<file path="src/rtl/perf_event_monitor.sv">
// Purpose : cycle counter plus NUM_EVENTS qualified event counters with a run window,
//           atomic snapshot into a shadow bank and sticky per-counter overflow flags.
// Latency : counting takes effect on the edge that samples the event; readout of
//           shadow[rd_sel_i] appears on rd_data_o one edge after rd_sel_i is sampled.
// Backpressure: none; event strobes are consumed every cycle and cannot be stalled.
// Ports   : clk_i/rst_i (sync, active-low) clock and reset; start_i run level;
//           clear_i zero live state; event_i per-cycle strobes; snap_i copy live to
//           shadow; rd_sel_i/rd_data_o registered shadow readout; ovf_o sticky
//           overflow (bit0 = cycle counter); running_o/done_o window state.
module perf_event_monitor #(
  parameter int              NUM_EVENTS  = 4,
  parameter int              CNT_WIDTH   = 32,
  parameter longint unsigned STOP_CYCLES = 64,
  parameter bit              SATURATE    = 1'b1,
  localparam int             SELW        = $clog2(NUM_EVENTS + 1)
) (
  input  logic                  clk_i,
  input  logic                  rst_i,
  input  logic                  start_i,
  input  logic                  clear_i,
  input  logic [NUM_EVENTS-1:0] event_i,
  input  logic                  snap_i,
  input  logic [SELW-1:0]       rd_sel_i,
  output logic [CNT_WIDTH-1:0]  rd_data_o,
  output logic [NUM_EVENTS:0]   ovf_o,
  output logic                  running_o,
  output logic                  done_o
);

  // Elaboration-time parameter checks.
  if (NUM_EVENTS < 1 || NUM_EVENTS > 15) begin : g_bad_num_events
    $error("perf_event_monitor: NUM_EVENTS must be in 1..15");
  end
  if (CNT_WIDTH < 8 || CNT_WIDTH > 64) begin : g_bad_cnt_width
    $error("perf_event_monitor: CNT_WIDTH must be in 8..64");
  end
  if (CNT_WIDTH < 64 && STOP_CYCLES >= (64'd1 << CNT_WIDTH)) begin : g_bad_stop
    $error("perf_event_monitor: STOP_CYCLES does not fit in CNT_WIDTH");
  end

  localparam int                   NCNT     = NUM_EVENTS + 1;
  localparam bit                   STOP_EN  = (STOP_CYCLES != 64'd0);
  localparam logic [CNT_WIDTH-1:0] STOP_VAL = CNT_WIDTH'(STOP_CYCLES);

  typedef enum logic [1:0] {
    IDLE  = 2'd0,
    RUN   = 2'd1,
    PAUSE = 2'd2,
    DONE  = 2'd3
  } state_t;

  state_t                state, state_nxt;
  logic [CNT_WIDTH-1:0]  cnt      [NCNT];
  logic [CNT_WIDTH-1:0]  cnt_nxt  [NCNT];
  logic [CNT_WIDTH-1:0]  shadow   [NCNT];
  logic [NUM_EVENTS:0]   ovf, ovf_nxt;
  logic [NUM_EVENTS:0]   inc;
  logic                  count_en;
  logic [CNT_WIDTH-1:0]  rd_mux;

  // Slot 0 is the free-running cycle counter; slot k is event k-1.
  assign inc      = {event_i, 1'b1};
  // The cycle in which start_i drops does not count.
  assign count_en = (state == RUN) && start_i;

  always_comb begin
    ovf_nxt = ovf;
    for (int k = 0; k < NCNT; k++) begin
      cnt_nxt[k] = cnt[k];
      if (count_en && inc[k]) begin
        if (&cnt[k]) begin
          ovf_nxt[k] = 1'b1;
          cnt_nxt[k] = SATURATE ? cnt[k] : '0;
        end else begin
          cnt_nxt[k] = cnt[k] + CNT_WIDTH'(1);
        end
      end
    end
  end

  // Next-state logic. The stop test looks at the post-edge cycle value so DONE is
  // entered on the same edge that brings the counter to STOP_CYCLES.
  always_comb begin
    state_nxt = state;
    case (state)
      IDLE:  if (start_i) state_nxt = RUN;
      RUN: begin
        if (!start_i)                                 state_nxt = PAUSE;
        else if (STOP_EN && (cnt_nxt[0] == STOP_VAL)) state_nxt = DONE;
      end
      PAUSE: if (start_i) state_nxt = RUN;
      DONE:  state_nxt = DONE;
      default: state_nxt = IDLE;
    endcase
    if (clear_i) state_nxt = IDLE;
  end

  // Out-of-range selects fall through every compare and read back zero.
  always_comb begin
    rd_mux = '0;
    for (int k = 0; k < NCNT; k++) begin
      if (rd_sel_i == SELW'(k)) rd_mux = shadow[k];
    end
  end

  always_ff @(posedge clk_i) begin
    if (!rst_i) begin
      state     <= IDLE;
      ovf       <= '0;
      rd_data_o <= '0;
      for (int k = 0; k < NCNT; k++) begin
        cnt[k]    <= '0;
        shadow[k] <= '0;
      end
    end else begin
      state     <= state_nxt;
      // rd_mux reads the pre-edge shadow, so a same-edge snap is not visible yet.
      rd_data_o <= rd_mux;
      // Snapshot captures pre-edge live values, hence also pre-clear values.
      if (snap_i) begin
        for (int k = 0; k < NCNT; k++) shadow[k] <= cnt[k];
      end
      if (clear_i) begin
        ovf <= '0;
        for (int k = 0; k < NCNT; k++) cnt[k] <= '0;
      end else begin
        ovf <= ovf_nxt;
        for (int k = 0; k < NCNT; k++) cnt[k] <= cnt_nxt[k];
      end
    end
  end

  assign ovf_o     = ovf;
  assign running_o = (state == RUN);
  assign done_o    = (state == DONE);

endmodule

</file>
<file path="config.mk">
export PLATFORM = sky130hd
export DESIGN_NAME = perf_event_monitor
export DESIGN_NICKNAME = d
export VERILOG_FILES = /design/src/rtl/perf_event_monitor.sv
export SDC_FILE = /design/constraint.sdc
export NUM_CORES = 1
export LEC_CHECK = 0
export CELL_PAD_IN_SITES_DETAIL_PLACEMENT = 1
export CELL_PAD_IN_SITES_GLOBAL_PLACEMENT = 1
export CORE_UTILIZATION = 40
export DETAILED_ROUTE_END_ITERATION = 7
export PLACE_DENSITY_LB_ADDON = 0.25
export SYNTH_ARGS = -nofsm -noshare
export SYNTH_HDL_FRONTEND = slang
export SYNTH_SLANG_ARGS = --single-unit
export TNS_END_PERCENT = 5
</file>
<file path="constraint.sdc">
create_clock -name clk_i -period 5.9 [get_ports clk_i]
set_input_delay 1.18 -clock clk_i [delete_from_list [all_inputs] [get_ports clk_i]]
set_output_delay 1.18 -clock clk_i [all_outputs]
set_load 0.01 [all_outputs]
</file>
==> impl_metrics.tcl <==
set metrics [dict create \
    vias_per_cell 5.73 \
    synth_top_family_by_area "simple AND/OR/NAND/NOR gates" \
    period_share_pct 62.9 \
    area_delta_synth_final_pct 13.4 \
    cts-resized-gates 0 \
    synth_top_flop_cell "edfxtp_1" \
    finalMaxSlewViolations 0 \
    setup_viol 0 \
    utilization_pct 46.3 \
    core_um2 42100 \
    rsz0062_at_grt "false" \
    synth_edf_count 320 \
    hp-class "reg2reg" \
    stdcell_count 2045 \
    diodes 0 \
    peakVddDrop_v 0.000163 \
    maxCapViolCount 0 \
    num_rows 75 \
    worstSetupStartpointType "input port" \
    holdWs_ps 472 \
    reg2reg_depth 7 \
    required_ps 6370 \
    rrSetupSlack_ps 2370 \
    critPathBufInv 1 \
    yosysUniqueCellTypes 64 \
    synth_top_cell_by_area "edfxtp_1" \
    worst_path_max_delay_cell "or4_4" \
    synth-xor-area-share_pct 5.70 \
    clock_latency_ps 570 \
    ys_ff_latch 359 \
    synthAdderAreaFrac_pct 0.422 \
    port_buffers 50 \
    drt_wl_total_um 47400 \
    synth_common_cells "320 x edfxtp_1, 175 x and3_1, 167 x nor2_1" \
    netlist_top_cells_area "edfxtp_1 56%, and3_1 6.4%, dfxtp_1 4.5%, mux4_2 4.2%, nor2_1 3.6%" \
    grt_start_max_net_pins 108 \
    synth_compound_area_share_pct 4.93 \
    gr-usage-all-layers_pct 22.0 \
    path_clk_slew_ps 60 \
    grt_pass1_vias 11900 \
    crit_fanout 21 \
    yosys.area.top_type_share_pct 55.9 \
    postSynth.asyncResetShare_pct 0 \
    hpwl_um 32300 \
    hold_viol_final 0 \
    synthMuxAreaShare_pct 4.37 \
    slew_headroom_pct 26.3 \
    total_power_uw 5800 \
    pwr_density_cell_nw_per_um2 298 \
    drtPass1Iterations 5 \
    boundaryPins 51 \
    cts_buffers 40 \
    drive_gt1_share_pct 9.76 \
    worst_pin_slew_ps 1110 \
    worstSetupPathType "in2reg" \
    r2r_start "cnt[0][13]" \
    cts_setup_buffers 0 \
    drt_iter0_drc 877 \
    syn-cell-area_um2 17200 \
    cts_max_path_buffers 3 \
    gp_congestion 0.885 \
    slowest_delay_ps 670 \
    min_to "ovf_o[3]" \
    ant_nets 0 \
    drcViolationCount 0 \
    r2r_end "state[1]" \
    overflow 0 \
    yosys.area_share.simple_pct 21.5 \
    antenna_found_initial 1 \
    wire_per_inst_um 23.2 \
    min_period_ps 3710 \
    syn_inst 1426 \
    fin_setup_tns_ps 0 \
    fin_skew_ps 21.4 \
    dieWidth_um 209 \
    cp_common_cell "or4_1" \
    status "finished, final reports clean" \
    max_freq_mhz 270 \
    initial_core_util_pct 40.8 \
    holdPathStages 2 \
    die_h_um 209 \
    syn_area_per_cell_um2 12.1 \
    p_leak_uw 0.00724 \
    cpLargestDelayFamily "simple AND/OR/NAND/NOR gates" \
    synth_seq_area_share_pct 60.4 \
    synth_warnings 0 \
    vias 11700 \
    htree_levels 2 \
    dp.cells 1973 \
    clockRootBuffer "clkbuf_16" \
    cp_cell_sequence "clkdlybuf4s50_1, nand3b_4, or4_4, a2111oi_4, o22ai_1, or4_1, or4_1, o31ai_2" \
    cp_data_arrival_time_ps 4180 \
    grt_pass1_wl_um 73300 \
    nets 1493 \
    clock_sinks 359 \
    worst_setup_path_end_kind "flop" \
    min-delay-start "ovf_o[3]" \
    dieArea_um2 43800 \
    tritoncts "done" \
    hold_buffers 0 \
    synth.most_common_cell "edfxtp_1" \
]
-- metal layers --
layer	wire length (um)	track usage, %	share of wire, %
met1	22000	31.7	46
met2	22200	34.9	47
met3	2230	2.63	4.7
met4	1000	6.49	2.1
met5	0	0	0
-- cell type report --
class	instances	area, um2
Clock buffer	50	1070
Clock inverter	22	145
Fill cell	4400	22600
Inverter	20	75.1
Multi-Input combinational cell	987	6510
Sequential cell	359	10400
Tap cell	539	674
Timing Repair Buffer	68	638
-- cell families (layout without fill, tap and decap cells) --
logic type,Yosys count,in the layout
mux,35,35
fa+ha+maj,6,6
flops,359,359
simple gates,673,673
compound gates,129,129
buf+inv,111,160
other cells,1,32
xor+xnor,112,112
-- placed cells by master, fill, tap and decap left out, types with 3 or more instances in the layout --
cell type,instances
a211oi_1,6
a21oi_1,38
a22oi_1,32
a31oi_1,4
a41oi_1,3
and2_1,14
and3_1,175
and3_2,5
and4_1,15
buf_4,19
clkbuf_1,7
clkbuf_16,40
clkbuf_8,3
clkdlybuf4s50_1,47
clkinv_1,9
clkinv_2,8
conb_1,32
dfxtp_1,39
edfxtp_1,320
ha_1,5
inv_1,20
mux4_2,32
nand2_1,61
nand3_1,57
nand4_1,43
nand4_2,3
nor2_1,167
nor2b_1,35
nor3_1,34
nor3b_1,4
nor4_1,9
o211a_1,3
o21ai_0,22
o21ai_2,4
o22ai_1,4
or2_2,5
or3_1,22
or4_1,4
xnor2_1,41
xor2_1,71
-- worst min-delay path, stage by stage (launching register included) --
cell and delay [ps]:
dfxtp_1 320, nor2_1 50, nor2_1 70
-- sequential cells by signal (all words and copies together), names as in the netlist --
name and count:
cnt 160, ovf_o 5, rd_data_o 32, shadow 160
state 2
-- stage by stage --
step           worst slack [ps]  instance area [um2]
2_1_floorplan              1210                17300
4_1_cts                    2230                19500
3_3_place_gp               1680                18300
3_5_place_dp               1650                18300
6_report                   2190                19500
5_1_grt                    1990                19500
-- worst max-delay path by stage --
| stage | from | end | slack [ps] | cells after the start |
|---|---|---|---|---|
| after detailed placement | start_i | state[1] | 1650 | 8 |
| after global placement | start_i | state[1] | 1680 | 8 |
| after global routing | start_i | state[1] | 1990 | 8 |
| after floorplan | start_i | cnt[0][100] | 1210 | 5 |
| final | start_i | state[1] | 2190 | 8 |
| after CTS | start_i | state[1] | 2230 | 8 |
-- where the power goes --
| group | internal [uW] | switching [uW] | total (uW) |
|---|---|---|---|
| sequential | 2930 | 140 | 3070 |
| clock | 1330 | 1030 | 2360 |
| combinational | 144 | 223 | 367 |
| total | 4410 | 1400 | 5800 |
(Power assumes the default switching activity.)
